**src/rtl/mem32_pkg.sv**
```systemverilog
`default_nettype none
// +----------------------------------------------------------------------+
// | mem32_pkg : shared encodings for the 32-bit memory initiator          |
// | Rev 1.0                                                               |
// +----------------------------------------------------------------------+
package mem32_pkg;

  localparam logic [1:0] SIZE_B = 2'd0;
  localparam logic [1:0] SIZE_H = 2'd1;
  localparam logic [1:0] SIZE_W = 2'd2;

  typedef enum logic [1:0] {
    ST_IDLE   = 2'd0,
    ST_SPLIT2 = 2'd1,
    ST_RESP   = 2'd2
  } state_e;

  // Size code 3 falls through to the full-word mask.
  function automatic logic [3:0] base_mask(input logic [1:0] size);
    case (size)
      SIZE_B:  base_mask = 4'b0001;
      SIZE_H:  base_mask = 4'b0011;
      default: base_mask = 4'b1111;
    endcase
  endfunction

endpackage
`default_nettype wire

```
**src/rtl/mem32_lane_shift.sv**
```systemverilog
`default_nettype none
// +----------------------------------------------------------------------+
// | mem32_lane_shift : store lane alignment and load merge/extension      |
// | Rev 1.0                                                               |
// +----------------------------------------------------------------------+
module mem32_lane_shift
  import mem32_pkg::*;
(
  input  logic [1:0]  st_off,
  input  logic [1:0]  st_size,
  input  logic [31:0] st_wdata,
  output logic [7:0]  st_mask,
  output logic [63:0] st_data,
  input  logic [1:0]  ld_off,
  input  logic [1:0]  ld_size,
  input  logic        ld_unsigned,
  input  logic [31:0] ld_hi,
  input  logic [31:0] ld_lo,
  output logic [31:0] ld_data
);

  logic [31:0] merged;

  always_comb begin
    st_mask = {4'b0000, base_mask(st_size)} << st_off;
    st_data = {32'h0, st_wdata} << {st_off, 3'b000};
    merged  = 32'({ld_hi, ld_lo} >> {ld_off, 3'b000});
    case (ld_size)
      SIZE_B:  ld_data = {{24{~ld_unsigned & merged[7]}}, merged[7:0]};
      SIZE_H:  ld_data = {{16{~ld_unsigned & merged[15]}}, merged[15:0]};
      default: ld_data = merged;
    endcase
  end

endmodule
`default_nettype wire

```
**src/rtl/mem32_initiator.sv**
```systemverilog
`default_nettype none
// +----------------------------------------------------------------------+
// | mem32_initiator : byte/half/word load-store to 32-bit memory adapter  |
// | Rev 1.0                                                               |
// +----------------------------------------------------------------------+
module mem32_initiator
  import mem32_pkg::*;
#(
  parameter int WIDTH = 13
) (
  input  logic             clk,
  input  logic             rst,
  input  logic             req_valid,
  output logic             req_ready,
  input  logic             req_write,
  input  logic [1:0]       req_size,
  input  logic             req_unsigned,
  input  logic [WIDTH+1:0] req_addr,
  input  logic [31:0]      req_wdata,
  output logic             resp_valid,
  output logic [31:0]      resp_rdata,
  output logic             mem_valid,
  output logic             mem_write,
  output logic [3:0]       mem_wmask,
  output logic [31:0]      mem_wdata,
  output logic [WIDTH-1:0] mem_addr,
  input  logic [31:0]      mem_rdata
);

  state_e           state_q, state_d;
  logic [1:0]       size_q, size_d;
  logic [1:0]       off_q, off_d;
  logic             unsigned_q, unsigned_d;
  logic             write_q, write_d;
  logic             split_q, split_d;
  logic [31:0]      lo_q, lo_d;
  logic [WIDTH-1:0] addr_q, addr_d;
  logic [3:0]       hi_mask_q, hi_mask_d;
  logic [31:0]      hi_data_q, hi_data_d;

  logic [1:0]       req_off;
  logic [WIDTH-1:0] req_word;
  logic             req_split;
  logic             accept;
  logic [7:0]       st_mask;
  logic [63:0]      st_data;
  logic [31:0]      ld_data;

  assign req_off  = req_addr[1:0];
  assign req_word = req_addr[WIDTH+1:2];
  assign req_split = ((req_size == SIZE_H) && (req_off == 2'd3)) ||
                     (req_size[1] && (req_off != 2'd0));

  mem32_lane_shift u_lane_shift (
    .st_off      (req_off),
    .st_size     (req_size),
    .st_wdata    (req_wdata),
    .st_mask     (st_mask),
    .st_data     (st_data),
    .ld_off      (off_q),
    .ld_size     (size_q),
    .ld_unsigned (unsigned_q),
    .ld_hi       (mem_rdata),
    .ld_lo       (split_q ? lo_q : mem_rdata),
    .ld_data     (ld_data)
  );

  always_comb begin
    state_d    = state_q;
    size_d     = size_q;
    off_d      = off_q;
    unsigned_d = unsigned_q;
    write_d    = write_q;
    split_d    = split_q;
    lo_d       = lo_q;
    addr_d     = addr_q;
    hi_mask_d  = hi_mask_q;
    hi_data_d  = hi_data_q;
    req_ready  = 1'b0;
    accept     = 1'b0;
    resp_valid = 1'b0;
    resp_rdata = 32'h0;
    mem_valid  = 1'b0;
    mem_write  = 1'b0;
    mem_wmask  = 4'b0000;
    mem_wdata  = 32'h0;
    mem_addr   = '0;

    // While reset is high every output stays quiet, which also drops a pending second access.
    if (!rst) begin
      req_ready = (state_q != ST_SPLIT2);
      accept    = req_valid & req_ready;
      case (state_q)
        ST_SPLIT2: begin
          mem_valid = 1'b1;
          mem_write = write_q;
          mem_wmask = write_q ? hi_mask_q : 4'b0000;
          mem_wdata = hi_data_q;
          mem_addr  = addr_q;
          lo_d      = mem_rdata;
          state_d   = ST_RESP;
        end
        default: begin
          if (state_q == ST_RESP) begin
            resp_valid = 1'b1;
            resp_rdata = write_q ? 32'h0 : ld_data;
          end
          if (accept) begin
            mem_valid  = 1'b1;
            mem_write  = req_write;
            mem_wmask  = req_write ? st_mask[3:0] : 4'b0000;
            mem_wdata  = st_data[31:0];
            mem_addr   = req_word;
            size_d     = req_size;
            off_d      = req_off;
            unsigned_d = req_unsigned;
            write_d    = req_write;
            split_d    = req_split;
            addr_d     = req_word + 1'b1;
            hi_mask_d  = st_mask[7:4];
            hi_data_d  = st_data[63:32];
            state_d    = req_split ? ST_SPLIT2 : ST_RESP;
          end else begin
            state_d = ST_IDLE;
          end
        end
      endcase
    end
  end

  always_ff @(posedge clk) begin
    if (rst) begin
      state_q    <= ST_IDLE;
      size_q     <= 2'b00;
      off_q      <= 2'b00;
      unsigned_q <= 1'b0;
      write_q    <= 1'b0;
      split_q    <= 1'b0;
      lo_q       <= 32'h0;
      addr_q     <= '0;
      hi_mask_q  <= 4'b0000;
      hi_data_q  <= 32'h0;
    end else begin
      state_q    <= state_d;
      size_q     <= size_d;
      off_q      <= off_d;
      unsigned_q <= unsigned_d;
      write_q    <= write_d;
      split_q    <= split_d;
      lo_q       <= lo_d;
      addr_q     <= addr_d;
      hi_mask_q  <= hi_mask_d;
      hi_data_q  <= hi_data_d;
    end
  end

endmodule
`default_nettype wire
```
**config.mk**
```make
export PLATFORM = sky130hd
export DESIGN_NAME = mem32_initiator
export DESIGN_NICKNAME = d
export VERILOG_FILES = /design/src/rtl/mem32_pkg.sv /design/src/rtl/mem32_lane_shift.sv /design/src/rtl/mem32_initiator.sv
export SDC_FILE = /design/constraint.sdc
export NUM_CORES = 1
export LEC_CHECK = 0
export CAP_MARGIN = 20
export CORE_MARGIN = 5
export CORE_UTILIZATION = 40
export CTS_CLUSTER_SIZE = 14
export DETAILED_ROUTE_END_ITERATION = 8
export PLACE_DENSITY = 0.7
export SYNTH_ARGS = -nofsm -noshare
export SYNTH_HDL_FRONTEND = slang
export SYNTH_SLANG_ARGS = --single-unit
```
**constraint.sdc**
```tcl
create_clock -name clk -period 2.1 [get_ports clk]
set_input_delay 0.21 -clock clk [delete_from_list [all_inputs] [get_ports clk]]
set_output_delay 0.21 -clock clk [all_outputs]
set_load 0.03 [all_outputs]
```
# Yosys cells after proc, flatten, opt, wreduce, memory -nomap -nowiden
# Cells that the tools add are included.
# classes
n_eq_ne	6
n_mux	31
bitwise_logic	6
reduce_logical	8
addsub	1
shifts	3
# ops
op	count
32-bit two-way mux	8
32-bit one-hot mux with 2 select lines	1
32-bit by 5-bit << shifter with 64-bit output	1
64-bit by 5-bit right shift with 32-bit output	1
13-bit two-way mux	3
4-bit two-way mux	5
13-bit by 1-bit adder with 13-bit output (second input constant)	1
1-bit two-way mux	10
4-bit one-hot mux with 2 select lines	1
4-bit by 2-bit << shifter with 8-bit output	1
2-bit by 1-bit equality test with 1-bit output (second input constant)	3
2-bit two-way mux	3
2-bit equality test (second input constant)	2
2-bit zero test	2
1-bit bitwise AND	3
1-bit NOT	3
3-bit OR reduction	1
1-bit logical AND	2
2-bit by 1-bit inequality test with 1-bit output (second input constant)	1
2-bit AND reduction	1
2-bit nonzero test	1
1-bit logical OR	1
# totals
input_bits	86
output_inout_bits	85
register_bits	90
word_cells	66

# Longest topological paths before layout
# logic_depth
ltp_word	8
depth_mapped	7
ltp_nobuf	5

# By module
# A second synthesis with hierarchy kept.
# unflattened
cells_unflattened	797
hier_area_um2	6553.8
# by_module_without_submodules
module	area_per_inst_um2	seq_area_each_um2	cells_each	instances
mem32_initiator	4515.6	1801.7	555	1
mem32_lane_shift	2038.2	0.0	242	1

# Least setup slack after synthesis
# OpenSTA, ideal clock, no wires.
# synth_timing
kind	register to output
from	register write_q
to	output resp_rdata[23]
stages_incl_launch_ff	5
arrival_time_ns	2.376
required_time_ns	1.890
path_slack_ns	-0.486
path_buffers	2
path_cell_list	dfxtp_1 or4b_1 buf_2 clkbuf_1 o311ai_0
# synth_via
elab_chain_len	4
# synth_rtl
element	line	source
start: declaration	mem32_initiator.sv:34	logic write_q, write_d;
start signal: assignment	mem32_initiator.sv:148	write_q <= write_d;
32-bit two-way mux	mem32_initiator.sv:106	resp_rdata = write_q ? 32'h0 : ld_data;
32-bit two-way mux	mem32_initiator.sv:104	if (state_q == ST_RESP) begin
32-bit two-way mux	mem32_initiator.sv:93	case (state_q)
32-bit two-way mux	mem32_initiator.sv:90	if (!rst) begin
end: declaration	mem32_initiator.sv:21	output logic [31:0] resp_rdata,
# No other way between the ends.

# Final worst setup path
# layout_timing
from	register split_q
to	output resp_rdata[20]
# layout_via
elab_chain_len	8
elab_cells_between_ends	9
cone_classes	shift: 1; mux: 6; bitwise: 2
# layout_rtl
element	line	source
start: declaration	mem32_initiator.sv:35	logic split_q, split_d;
start signal: assignment	mem32_initiator.sv:149	split_q <= split_d;
32-bit two-way mux *	mem32_initiator.sv:64	.ld_lo (split_q ? lo_q : mem_rdata),
64-bit by 5-bit right shift with 32-bit output *	mem32_lane_shift.sv:27	merged = 32'({ld_hi, ld_lo} >> {ld_off, 3'b000});
1-bit bitwise AND (on tied branches)	mem32_lane_shift.sv:30, mem32_lane_shift.sv:29	
32-bit one-hot mux with 2 select lines *	mem32_lane_shift.sv:28	case (ld_size)
32-bit two-way mux *	mem32_initiator.sv:106	
32-bit two-way mux *	mem32_initiator.sv:104	
32-bit two-way mux *	mem32_initiator.sv:93	
32-bit two-way mux *	mem32_initiator.sv:90	
# Mark *: on every way between the ends. The rest lies on a longest branch, timed or not.

==> impl_metrics.yaml <==
run_status:
  outcome: "finished with violations"
  violations: "negative setup slack"
critical_path:
  crit_family: "multiplexers"
  worst_ep_arrival_time_ns: 2.25
  critPathLaunchType: "flip-flop"
  rr_startpoint: "state_q[0]"
  path_class: "flip-flop to output port"
  reg2reg_to: "hi_data_q[4]"
  cp_slowest_cell: "mux4_2"
  crit_buf_inv: 4
  cp-end-kind: "output port"
  ff2ff_path_depth: 9
  crit_fanout: 6
  crit_chain: "buf_8 > mux2i_4 > mux4_2 > nand3b_1 > buf_6 > buf_8 > nand3_4 > buf_6"
  r2r_slack_ns: 0.30
  worst-endpoint-required_ns: 1.89
  slowest_delay_ns: 0.50
sta:
  period_needed_ns: 2.46
  final_hold_viol_count: 0
  report.final.slew_viol_count: 0
  worstMarginPinSlew_ns: 0.743
  rsz0062_at_grt: "true"
  finalCritPeriodShare: 1.17
  fmax_ghz: 0.406
  fin_ws_ns: -0.362
  worst_clock_skew_ns: 0.00785
  setup_viol: 42
  max-slew-margin-rel: 0.505
cells_and_area:
  multi_input_area_um2: 4280
  register_area_um2: 1630
  final_cells: 1135
  area_growth_pct: 71.5
  layout-drive-gt1-share: 0.427
  fill_cells: 971
  nNetsFinal: 1039
drt:
  initialDrtViolationCount: 620
  num_vias: 6632
  route.detailed.drc: 0
  final_antenna_net_count: 0
  avgViaCountPerCell: 5.84
  dr.pass1.iters: 5
  wl_per_cell_um: 19.9
  wl_um: 22600
floorplanning:
  core_region_area_um2: 13800
  dieHeight_um: 128
  io_pins: 171
  initial_core_util: 0.406
  core.rowCount: 43
  dieArea_um2: 16500
  die_w_um: 128
synth:
  ys_seq_elements: 81
  synth_warnings: 0
  synthTopCellsByArea: "dfxtp_1, mux4_2, mux2_2, nand2_1, a21oi_1"
  syn_nets: 784
  synth_area_um2: 5610
  ys_async_sr_fraction: 0
  avgSynthCellArea_um2: 8.05
  synth_largest_area_cell: "dfxtp_1"
  ys_top_cells_by_count: "nand2_1, dfxtp_1, a21oi_1, nor2_1, nand3_1"
  synth_ff_type: "dfxtp_1"
  syn_inst: 697
  synth-edff-count: 0
  yosysSeqAreaShare: 0.289
  synth_cell_type_count: 42
  yosys.area.top_type_share: 0.289
  synth.most_common_cell: "nand2_1"
placement:
  place.gp.congestion: 0.921
  io_buffers: 170
  dp.cells: 1083
  dpl_worst_slack_ns: -0.310
  dp_hpwl_um: 14400
clocking:
  hold_buffers: 0
  clkTransAtPathRegs_ns: 0.05
  cts.sinks: 81
  clock_latency_ns: 0.34
  htreeDepth: 3
  clockBufferDepth: 2
  root_buffer: "clkbuf_16"
  cts_buffers: 9
  cts_tree: "yes"
min_path:
  min_path_cells: 3
  min_to: "addr_q[1]"
  worstHoldPathType: "input port to flip-flop"
  min_from: "rst"
global_route:
  grt_start_max_net_pins: 67
  grt_pass1_vias: 6652
  grt_first_pass_wirelength_um: 33900
  gr-total-overflow: 0
  grtUsageTotal: 0.257
  grt_antenna_before_repair: 1
power:
  leakagePower_uw: 0.00390
  ir_drop_mv: 0.326
  powerDensity_nw_per_um2: 505
job:
  drv_cap: 0
[metal layers]
layer | track usage | share of wire | up-vias
met1 | 0.301 | 0.38 | 3206
met3 | 0.0602 | 0.079 | 57
met5 | 0 | 0 | -
met4 | 0.103 | 0.034 | 0
li1 | - | - | 3024
met2 | 0.454 | 0.51 | 345
[power by group]
group	leakage (uW)	switching, uW	internal, uW
registers	0.000664	54.0	1620
clock network	0.000124	604	812
logic	0.00312	841	932
[worst max path at each step]
stage,from,endpoint,depth (start not counted)
floorplan,off_q[0],resp_rdata[31],4
global placement,mem_rdata[25],resp_rdata[1],5
detailed placement,mem_rdata[25],resp_rdata[1],5
CTS,split_q,resp_rdata[21],8
global route,split_q,resp_rdata[20],8
finish,split_q,resp_rdata[20],8
[worst register-to-register path: cells and delay by family (launching register included)]
| kind | cells | cell delay (ns) |
|---|---|---|
| flip-flops | 1 | 0.32 |
| buffers and inverters | 5 | 0.84 |
| AO/OA/AOI/OAI | 2 | 0.31 |
| AND/OR/NAND/NOR | 2 | 0.17 |
[cell families after synthesis]
family,Yosys count,share of synthesized area
compound gates,145,0.165
buf+inv,77,0.0600
fa+ha+maj,1,0.00223
flops,81,0.289
mux,87,0.234
simple gates,295,0.232
xor+xnor,11,0.0172
[layout by cell type (no fill, tap or decap), types with 22 or more instances in the layout]
master,count
a21oi_1,74
nor2_1,58
clkdlybuf4s50_1,81
a22oi_1,22
buf_4,131
mux4_2,31
buf_6,66
dfxtp_1,75
nand2_1,114
nand3_1,38
mux2_2,24
[cell type report]
class / instances / share of cell area
Antenna cell: 1 / 0.000260
Tap cell: 180 / 0.0234
Clock inverter: 1 / 0.000520
Inverter: 9 / 0.00364
Timing Repair Buffer: 312 / 0.332
Clock buffer: 12 / 0.0256
Multi-Input combinational cell: 539 / 0.444
Sequential cell: 81 / 0.170
[per-stage QoR]
stage / utilization / area, um2 / power [uW] / TNS (ns) / hold slack, ns
5_1_grt: 0.696 / 9620 / 5040 / -12.67 / 0.380
3_3_place_gp: 0.580 / 8020 / 3080 / -6.48 / 0.439
2_1_floorplan: - / 5620 / 2460 / -0.0666 / 0.306
3_5_place_dp: 0.580 / 8020 / 3110 / -6.60 / 0.445
6_report: 0.696 / 9620 / 4860 / -9.71 / 0.371
4_1_cts: 0.670 / 9260 / 4780 / -9.13 / 0.358
[state kept, by name, summed over array words and instances (netlist names)]
register    count
state_q         2
off_q           2
addr_q         13
write_q         1
split_q         1
unsigned_q      1
hi_mask_q       3
size_q          2
hi_data_q      24
lo_q           32
[repair_timing]
item                       4_1_cts  5_1_grt
gates cloned                     8        0
gates resized for setup        209       70
pin swaps                       30       15
setup endpoints to repair       75       64
buffers inserted                21       12
No activity file was read; power rests on OpenSTA's default activity.
